## src/rtl/if_pkg.sv

```systemverilog
// Shared types and constants for the instruction-fetch front end.
package if_pkg;

  localparam int XLEN = 64;

  localparam logic [31:0] NOP_INSTR = 32'h0000_0013;

  typedef struct packed {
    logic [XLEN-1:0] pc;
    logic [31:0]     instr;
  } fetch_entry_t;

endpackage

```

## src/rtl/sync_fifo.sv

```systemverilog
// Synchronous FIFO with same-cycle push/pop (also when full) and flush.
module sync_fifo #(
  parameter int WIDTH = 8,
  parameter int DEPTH = 4
) (
  input  logic                   clk,
  input  logic                   rst,
  input  logic                   push,
  input  logic                   pop,
  input  logic                   flush,
  input  logic [WIDTH-1:0]       din,
  output logic [WIDTH-1:0]       dout,
  output logic [$clog2(DEPTH):0] count,
  output logic                   full,
  output logic                   empty
);

  localparam int AW = $clog2(DEPTH);

  logic [WIDTH-1:0] mem [DEPTH];
  logic [AW-1:0]    wr_ptr;
  logic [AW-1:0]    rd_ptr;
  logic             do_push;
  logic             do_pop;

  assign full    = count == (AW+1)'(DEPTH);
  assign empty   = count == '0;
  assign do_pop  = pop && !empty;
  // A full FIFO still accepts a push when the head leaves this cycle
  assign do_push = push && (!full || do_pop);
  assign dout    = mem[rd_ptr];

  always_ff @(posedge clk or posedge rst) begin
    if (rst) begin
      wr_ptr <= '0;
      rd_ptr <= '0;
      count  <= '0;
    end else if (flush) begin
      wr_ptr <= '0;
      rd_ptr <= '0;
      count  <= '0;
    end else begin
      if (do_push)
        wr_ptr <= wr_ptr + AW'(1);
      if (do_pop)
        rd_ptr <= rd_ptr + AW'(1);
      case ({do_push, do_pop})
        2'b10:   count <= count + (AW+1)'(1);
        2'b01:   count <= count - (AW+1)'(1);
        default: count <= count;
      endcase
    end
  end

  always_ff @(posedge clk) begin
    if (do_push && !flush)
      mem[wr_ptr] <= din;
  end

endmodule

```

## src/rtl/if_fetch_unit.sv

```systemverilog
// Fetch front end: owns the PC, issues credited imem requests,
// queues returned instructions and handles branch redirects.
module if_fetch_unit #(
  parameter int              XLEN     = if_pkg::XLEN,
  parameter int              DEPTH    = 4,
  parameter logic [XLEN-1:0] RESET_PC = '0
) (
  input  logic                   clk,
  input  logic                   rst,
  input  logic                   stall,
  input  logic                   redirect_valid,
  input  logic [XLEN-1:0]        redirect_pc,
  output logic                   imem_req_valid,
  input  logic                   imem_req_ready,
  output logic [XLEN-1:0]        imem_req_addr,
  input  logic                   imem_resp_valid,
  input  logic [31:0]            imem_resp_data,
  output logic                   out_valid,
  output logic [31:0]            out_instr,
  output logic [XLEN-1:0]        out_pc,
  output logic [$clog2(DEPTH):0] occupancy
);

  import if_pkg::*;

  localparam int CW = $clog2(DEPTH) + 1;

  logic [XLEN-1:0] fetch_pc;
  logic [XLEN-1:0] pc_head;
  logic [CW-1:0]   outstanding;
  logic [CW-1:0]   discard;
  logic [CW-1:0]   occ;
  logic [CW:0]     credit_sum;
  logic            pc_full;
  logic            pc_empty;
  logic            q_full;
  logic            q_empty;
  logic            accept;
  logic            resp;
  logic            drop;
  fetch_entry_t    q_in;
  fetch_entry_t    q_head;
  logic            unused_ok;

  assign credit_sum = {1'b0, occ} + {1'b0, outstanding};

  assign imem_req_valid = !rst && !redirect_valid &&
                          (credit_sum < (CW+1)'(DEPTH));
  assign imem_req_addr  = {fetch_pc[XLEN-1:2], 2'b00};
  assign accept         = imem_req_valid && imem_req_ready;

  // Responses with nothing in flight are reset stragglers
  assign resp = imem_resp_valid && !pc_empty;
  assign drop = resp && (redirect_valid || discard != '0);

  assign q_in.pc    = pc_head;
  assign q_in.instr = imem_resp_data;

  assign out_valid = !q_empty && !redirect_valid;
  assign out_instr = out_valid ? q_head.instr : NOP_INSTR;
  assign out_pc    = out_valid ? q_head.pc : '0;
  assign occupancy = occ;

  assign unused_ok = &{1'b0, pc_full, q_full};

  sync_fifo #(
    .WIDTH (XLEN),
    .DEPTH (DEPTH)
  ) u_pc_fifo (
    .clk   (clk),
    .rst   (rst),
    .push  (accept),
    .pop   (resp),
    .flush (1'b0),
    .din   (fetch_pc),
    .dout  (pc_head),
    .count (outstanding),
    .full  (pc_full),
    .empty (pc_empty)
  );

  sync_fifo #(
    .WIDTH ($bits(fetch_entry_t)),
    .DEPTH (DEPTH)
  ) u_instr_q (
    .clk   (clk),
    .rst   (rst),
    .push  (resp && !drop),
    .pop   (out_valid && !stall),
    .flush (redirect_valid),
    .din   (q_in),
    .dout  (q_head),
    .count (occ),
    .full  (q_full),
    .empty (q_empty)
  );

  always_ff @(posedge clk or posedge rst) begin
    if (rst) begin
      fetch_pc <= RESET_PC;
      discard  <= '0;
    end else if (redirect_valid) begin
      fetch_pc <= {redirect_pc[XLEN-1:2], 2'b00};
      discard  <= outstanding - CW'(resp);
    end else begin
      if (accept)
        fetch_pc <= fetch_pc + XLEN'(4);
      if (resp && discard != '0)
        discard <= discard - CW'(1);
    end
  end

endmodule

```

## config.mk

```make
export PLATFORM = sky130hd
export DESIGN_NAME = if_fetch_unit
export DESIGN_NICKNAME = d
export VERILOG_FILES = /design/src/rtl/if_pkg.sv /design/src/rtl/sync_fifo.sv /design/src/rtl/if_fetch_unit.sv
export SDC_FILE = /design/constraint.sdc
export NUM_CORES = 1
export LEC_CHECK = 0
export BUFFER_PORTS_ARGS = -buffer_cell sky130_fd_sc_hd__buf_4
export CORE_UTILIZATION = 28
export CTS_CLUSTER_DIAMETER = 30
export DETAILED_ROUTE_END_ITERATION = 12
export PLACE_DENSITY = 0.52
export SLEW_MARGIN = 20
export SYNTH_ARGS = -nofsm -noshare
export SYNTH_HDL_FRONTEND = slang
export SYNTH_HIERARCHICAL = 1
export SYNTH_SLANG_ARGS = --single-unit
```

## constraint.sdc

```tcl
create_clock -name clk -period 14 [get_ports clk]
set_clock_uncertainty 0.05 [all_clocks]
set_input_delay 0.7 -clock clk [delete_from_list [all_inputs] [get_ports clk]]
set_output_delay 0.7 -clock clk [all_outputs]
set_load 0.05 [all_outputs]
```

* Word level (Yosys, flattened, before mapping)
Memories as Yosys holds them, arrays and structs flattened.
Index checks and enable logic that the tools add are counted.
** Cells by class
- Add/sub/neg operators :: 12
- Order comparisons :: 1
- Equality and inequality tests :: 6
- Muxes and demuxes :: 17
- Reduce and logical (&&, ||, !) cells :: 34
** Operators by type and width (number)
- 2-to-1 mux 64 bit :: 3
- adder 64 x 3 -> 64 bit (second input constant) :: 1
- 2-to-1 mux 32 bit :: 1
- logical AND 1 bit :: 14
- one-hot mux 3 bit (2 select lines) :: 2
- nonzero test 2 bit :: 5
- 2-to-1 mux 3 bit :: 3
- subtractor 3 x 1 -> 3 bit (second input constant) :: 3
- adder 2 x 1 -> 2 bit (second input constant) :: 4
- logical NOT 1 bit :: 8
- 2-to-1 mux 2 bit :: 4
- adder 3 x 1 -> 3 bit (second input constant) :: 2
- == test 3 bit (second input constant) :: 2
- logical NOT 3 bit :: 2
- nonzero test 3 bit :: 2
- adder 3 x 3 -> 4 bit :: 1
- == test 2 x 1 -> 1 bit (second input constant) :: 2
- == test 2 bit (second input constant) :: 2
- < comparator 4 x 3 -> 1 bit (second input constant) :: 1
- 2-to-1 mux 1 bit :: 4
- logical OR 1 bit :: 3
- subtractor 3 x 1 -> 3 bit :: 1
** Word-level totals
- Bits in registers :: 81
- RAM bits :: 640
- Input bits :: 102
- Output and inout bits :: 165
- Logic and storage cells :: 80
- Memories :: 2
** Memory list
- u_instr_q.mem :: words 4, bits a word 96, read ports 1, clocked after memory_dff 0, wr ports 1, RTL line sync_fifo.sv:20 : logic [WIDTH-1:0] mem [DEPTH];
- u_pc_fifo.mem :: words 4, bits a word 64, read ports 1, clocked after memory_dff 0, wr ports 1, RTL line sync_fifo.sv:20

* Logic depth before layout (Yosys ltp)
- Word-level depth :: 10
- Depth in mapped cells :: 13
- Depth with buffers taken out :: 10

* Modules after synthesis
The synthesis kept the hierarchy.
** Modules (own cells, without submodules)
- sync_fifo at u_instr_q :: instances 1, cells each 565, area each 14366.3 sq um, seq. area each 11706.2 sq um
- sync_fifo at u_pc_fifo :: instances 1, cells each 399, area each 9793.1 sq um, seq. area each 7862.5 sq um
- if_fetch_unit :: instances 1, cells each 619, area each 4941.0 sq um, seq. area each 1626.6 sq um

* Least setup slack after synthesis
No wires, ideal clock.
- Path type :: input port to flip-flop
- From :: input redirect_valid
- To :: memory u_instr_q/mem[0][0] (netlist name), enable pin
- Setup time :: 0.688 ns
- Arrival :: 9.076 ns
- Required time :: 13.262 ns
- Slack :: 4.185 ns
- Stages on the path :: 7
- Path buffers :: 4
- Cells stage by stage :: clkbuf_1 > clkbuf_1 > buf_1 > nor3_1 > clkbuf_1 > o21ai_0 > nor3b_1
** On the way
- Longest elaborated chain between the ends :: 9
- Elaborated cells between the ends (all ways) :: 13
- Classes of those cells :: mux: 2; reduce/logical: 11
** RTL lines
- from (decl) :: RTL line if_fetch_unit.sv:11 : input logic redirect_valid,
- logical NOT 1 bit :: RTL line sync_fifo.sv:56, if_fetch_unit.sv:59
- logical AND 1 bit :: RTL line if_fetch_unit.sv:59 : assign out_valid = !q_empty && !redirect_valid;
- logical AND 1 bit :: RTL line if_fetch_unit.sv:89 : .pop (out_valid && !stall),
- logical AND 1 bit :: RTL line sync_fifo.sv:28 : assign do_pop = pop && !empty;
- logical OR 1 bit :: RTL line sync_fifo.sv:30 : assign do_push = push && (!full || do_pop);
- logical AND 1 bit :: RTL line sync_fifo.sv:30
- logical AND 1 bit * :: RTL line sync_fifo.sv:56 : if (do_push && !flush)
- 2-to-1 mux 1 bit * :: RTL line sync_fifo.sv:56
- 2-to-1 mux 1 bit (not written as such) * :: RTL line sync_fifo.sv:57 : mem[wr_ptr] <= din;
- to (decl) :: RTL line sync_fifo.sv:20
Every way passes the cells marked *; elsewhere a longest branch is shown, timed or not.

* Worst setup path in the final report
- From :: register u_pc_fifo.count[2]
- To :: memory u_pc_fifo/mem[3][11] (netlist name), enable pin
** On the way
- Longest elaborated chain between the ends :: 8
- Elaborated cells between the ends (all ways) :: 14
- Classes of those cells :: add/sub: 1; order compare: 1; eq/ne: 1; mux: 2; reduce/logical: 9
** RTL lines
- from (decl) :: RTL line sync_fifo.sv:13 : output logic [$clog2(DEPTH):0] count,
- from (signal assigned) :: RTL line sync_fifo.sv:48 : 2'b10: count <= count + (AW+1)'(1);
- from (signal assigned) :: RTL line sync_fifo.sv:49 : 2'b01: count <= count - (AW+1)'(1);
- from (signal assigned) :: RTL line sync_fifo.sv:50 : default: count <= count;
- parallel branches: the longest is 5 deep, another holds adder 3 x 3 -> 4 bit
- logical AND 1 bit * :: RTL line sync_fifo.sv:30
- 2-to-1 mux 1 bit * :: RTL line sync_fifo.sv:56
- 2-to-1 mux 1 bit (not written as such) * :: RTL line sync_fifo.sv:57
- to (decl) :: RTL line sync_fifo.sv:20
Every way passes the cells marked *.

==> reports/qor.txt <==
outcome - finished, final reports clean
final worst slack - 9.318 ns
Buffers on Ports - 262
starting density of the core - 28.43%
fin crit share - 33.44%
Sink Count - 719
Num CTS Buffers - 158
placed cell count - 3167
core footprint - 102300 um2
initial antenna violation count - 3
Syn Area/Cell - 18.40 um2
Worst EP required - 14.28 ns
Vias per Instance - 4.764
DRT Pass-1 Iters - 8
Fin. Hold Viols - 0
Non-Filler Instances - 3464
Leak Pwr - 13.11 nW
slowest stage delay, CP - 0.93 ns
crit end category - register
CP Max Fanout - 56
CP Cell Sequence - ha_1, nor2_1, nand4_1, buf_4, inv_2, buf_4, o21ai_1, nor3b_2, buf_4
clock latency on the worst-skew pair - 0.74 ns
Worst Max-Slew Pin Slew - 1.087 ns
final slew viol count - 0
DR WL/cell - 23.04 um
Final Wtd Congestion - 0.7428
RSZ-0062 raised after global routing - no
drt total wl - 79810 um
Initial DRC Count - 1066
CP Buf/Inv Count - 4
Post-Synthesis Cell Area - 29090 um2
GRT Total Usage - 15.23%
Die X - 324.3 um
Synth Warn # - 6
Core Util, Final - 37.46%
fin area - 38330 um2
WP data arrival - 4.96 ns
Clock Path Buffers - 3
crit-path most repeated cell - buf_4
CP max-delay cell - buf_4
die area - 105200 um2
min-delay worst type - in2reg
gr ovfl total - 0
Max-Cap Viols - 0
Fmax - 213.6 MHz
crit path time final - 4.682 ns
setup TNS - 0 ns
Worst VDD drop - 0.00009223 V
pwr dens - 168.2 nW/um2
Rows - 117
Mapped Cells - 1581
DRC Markers - 0
DP Area - 32670 um2
Top Ports - 267
first-pass GRT wire length - 117700 um
Final #Nets - 2080
pre-CTS WS - 9.044 ns
TritonCTS clock tree - done
Max-slew headroom - 27.56%
largest net degree at the start of global routing - 85
Layout area overhead - 31.75%
Die Height - 324.3 um
critical path's top delay family - buffers and inverters
Setup Buffers After CTS - 0
vias in the first global route - 17670
hpwl dp - 47660 um
via count - 16500
Worst-path clk slew - 0.05 ns
antenna-violating nets left - 0
Power Total - 6.448 mW
share of cells above drive strength 1 - 36.13%
Worst Hold Slack - 0.1170 ns
final setup fails - 0
Setup CP Type - reg2reg
Setup crit start kind - register
clk root buf - clkbuf_16
CTS H-tree lvls - 4
-- cell usage in the layout, fill, tap and decap left out, drive strengths merged, types with 4 or more instances in the layout --
master,n
a211o,5
a211oi,5
a21oi,14
a22oi,5
a31oi,9
and2,101
and3,7
buf,291
bufinv,22
clkbuf,173
clkinv,64
clkinvlp,16
conb,14
dfrtp,79
edfxtp,640
ha,15
inv,53
mux2,7
mux2i,5
mux4,160
nand2,84
nand2b,9
nand3,47
nand4,27
nor2,33
nor3,21
nor3b,9
nor4,16
o211a,4
o211ai,25
o21ai,29
o311ai,15
o31ai,5
or2,4
or3,9
or4,14
xnor2,10
xor2,10
-- layout make-up --
| class | instances | area, um2 |
|---|---|---|
| clock buffer | 173 | 4061 |
| sequential | 719 | 21210 |
| clock inverter | 121 | 1551 |
| multi-input combinational | 756 | 7450 |
| antenna | 1 | 2.502 |
| timing repair buffer | 292 | 2215 |
| tap | 1368 | 1712 |
| inverter | 34 | 128.9 |
| fill | 9468 | 64000 |
-- worst paths after layout --
path	startpoint	endpoint	slack (ns)	depth (start not counted)
worst max-delay path	u_pc_fifo/count[2]	u_pc_fifo/mem[3][11]	9.32	9
worst min-delay path	imem_resp_data[29]	u_instr_q/mem[3][29]	0.12	1
worst max register to register	u_pc_fifo/count[2]	u_pc_fifo/mem[3][11]	9.32	9
worst min register to register	discard[1]	discard[1]	0.54	2
max in group asynchronous	rst	fetch_pc[10]	12.40	4
min in group asynchronous	rst	u_pc_fifo/wr_ptr[1]	0.48	3
-- power breakdown --
group          leakage (nW)  switching [mW]  internal, mW
clock network          2.69            1.25          2.53
registers              6.75          0.0640          2.37
logic                  3.68           0.152        0.0704
-- routing by layer --
layer	up-vias	global-route usage, %	part of all wire [%]
met1	8581	19.21	42
li1	7203	-	-
met3	150	3.872	6.1
met4	2	5.986	2.9
met2	567	25.00	49
met5	-	0	0.011
-- state kept, by name, indices dropped and copies added, names as in the netlist --
name	flops
u_instr_q/rd_ptr	2
u_pc_fifo/mem	256
u_instr_q/wr_ptr	2
u_instr_q/mem	384
discard	3
u_pc_fifo/rd_ptr	2
u_pc_fifo/wr_ptr	2
u_pc_fifo/count	3
u_instr_q/count	3
fetch_pc	62
-- worst register-to-register path: stages (launching register included) --
cell     delay, ns
dfrtp_1       0.58
ha_1          0.31
nor2_1        0.12
nand4_1       0.11
buf_4         0.31
inv_2         0.13
buf_4         0.57
o21ai_1       0.34
nor3b_2       0.80
buf_4         0.93
-- timing repair --
item / in CTS / in global routing
hold buffers: 1 / 0
hold endpoints to repair: 14 / 0
resized for setup: 0 / 0
Power figures use the tool's default switching activity.
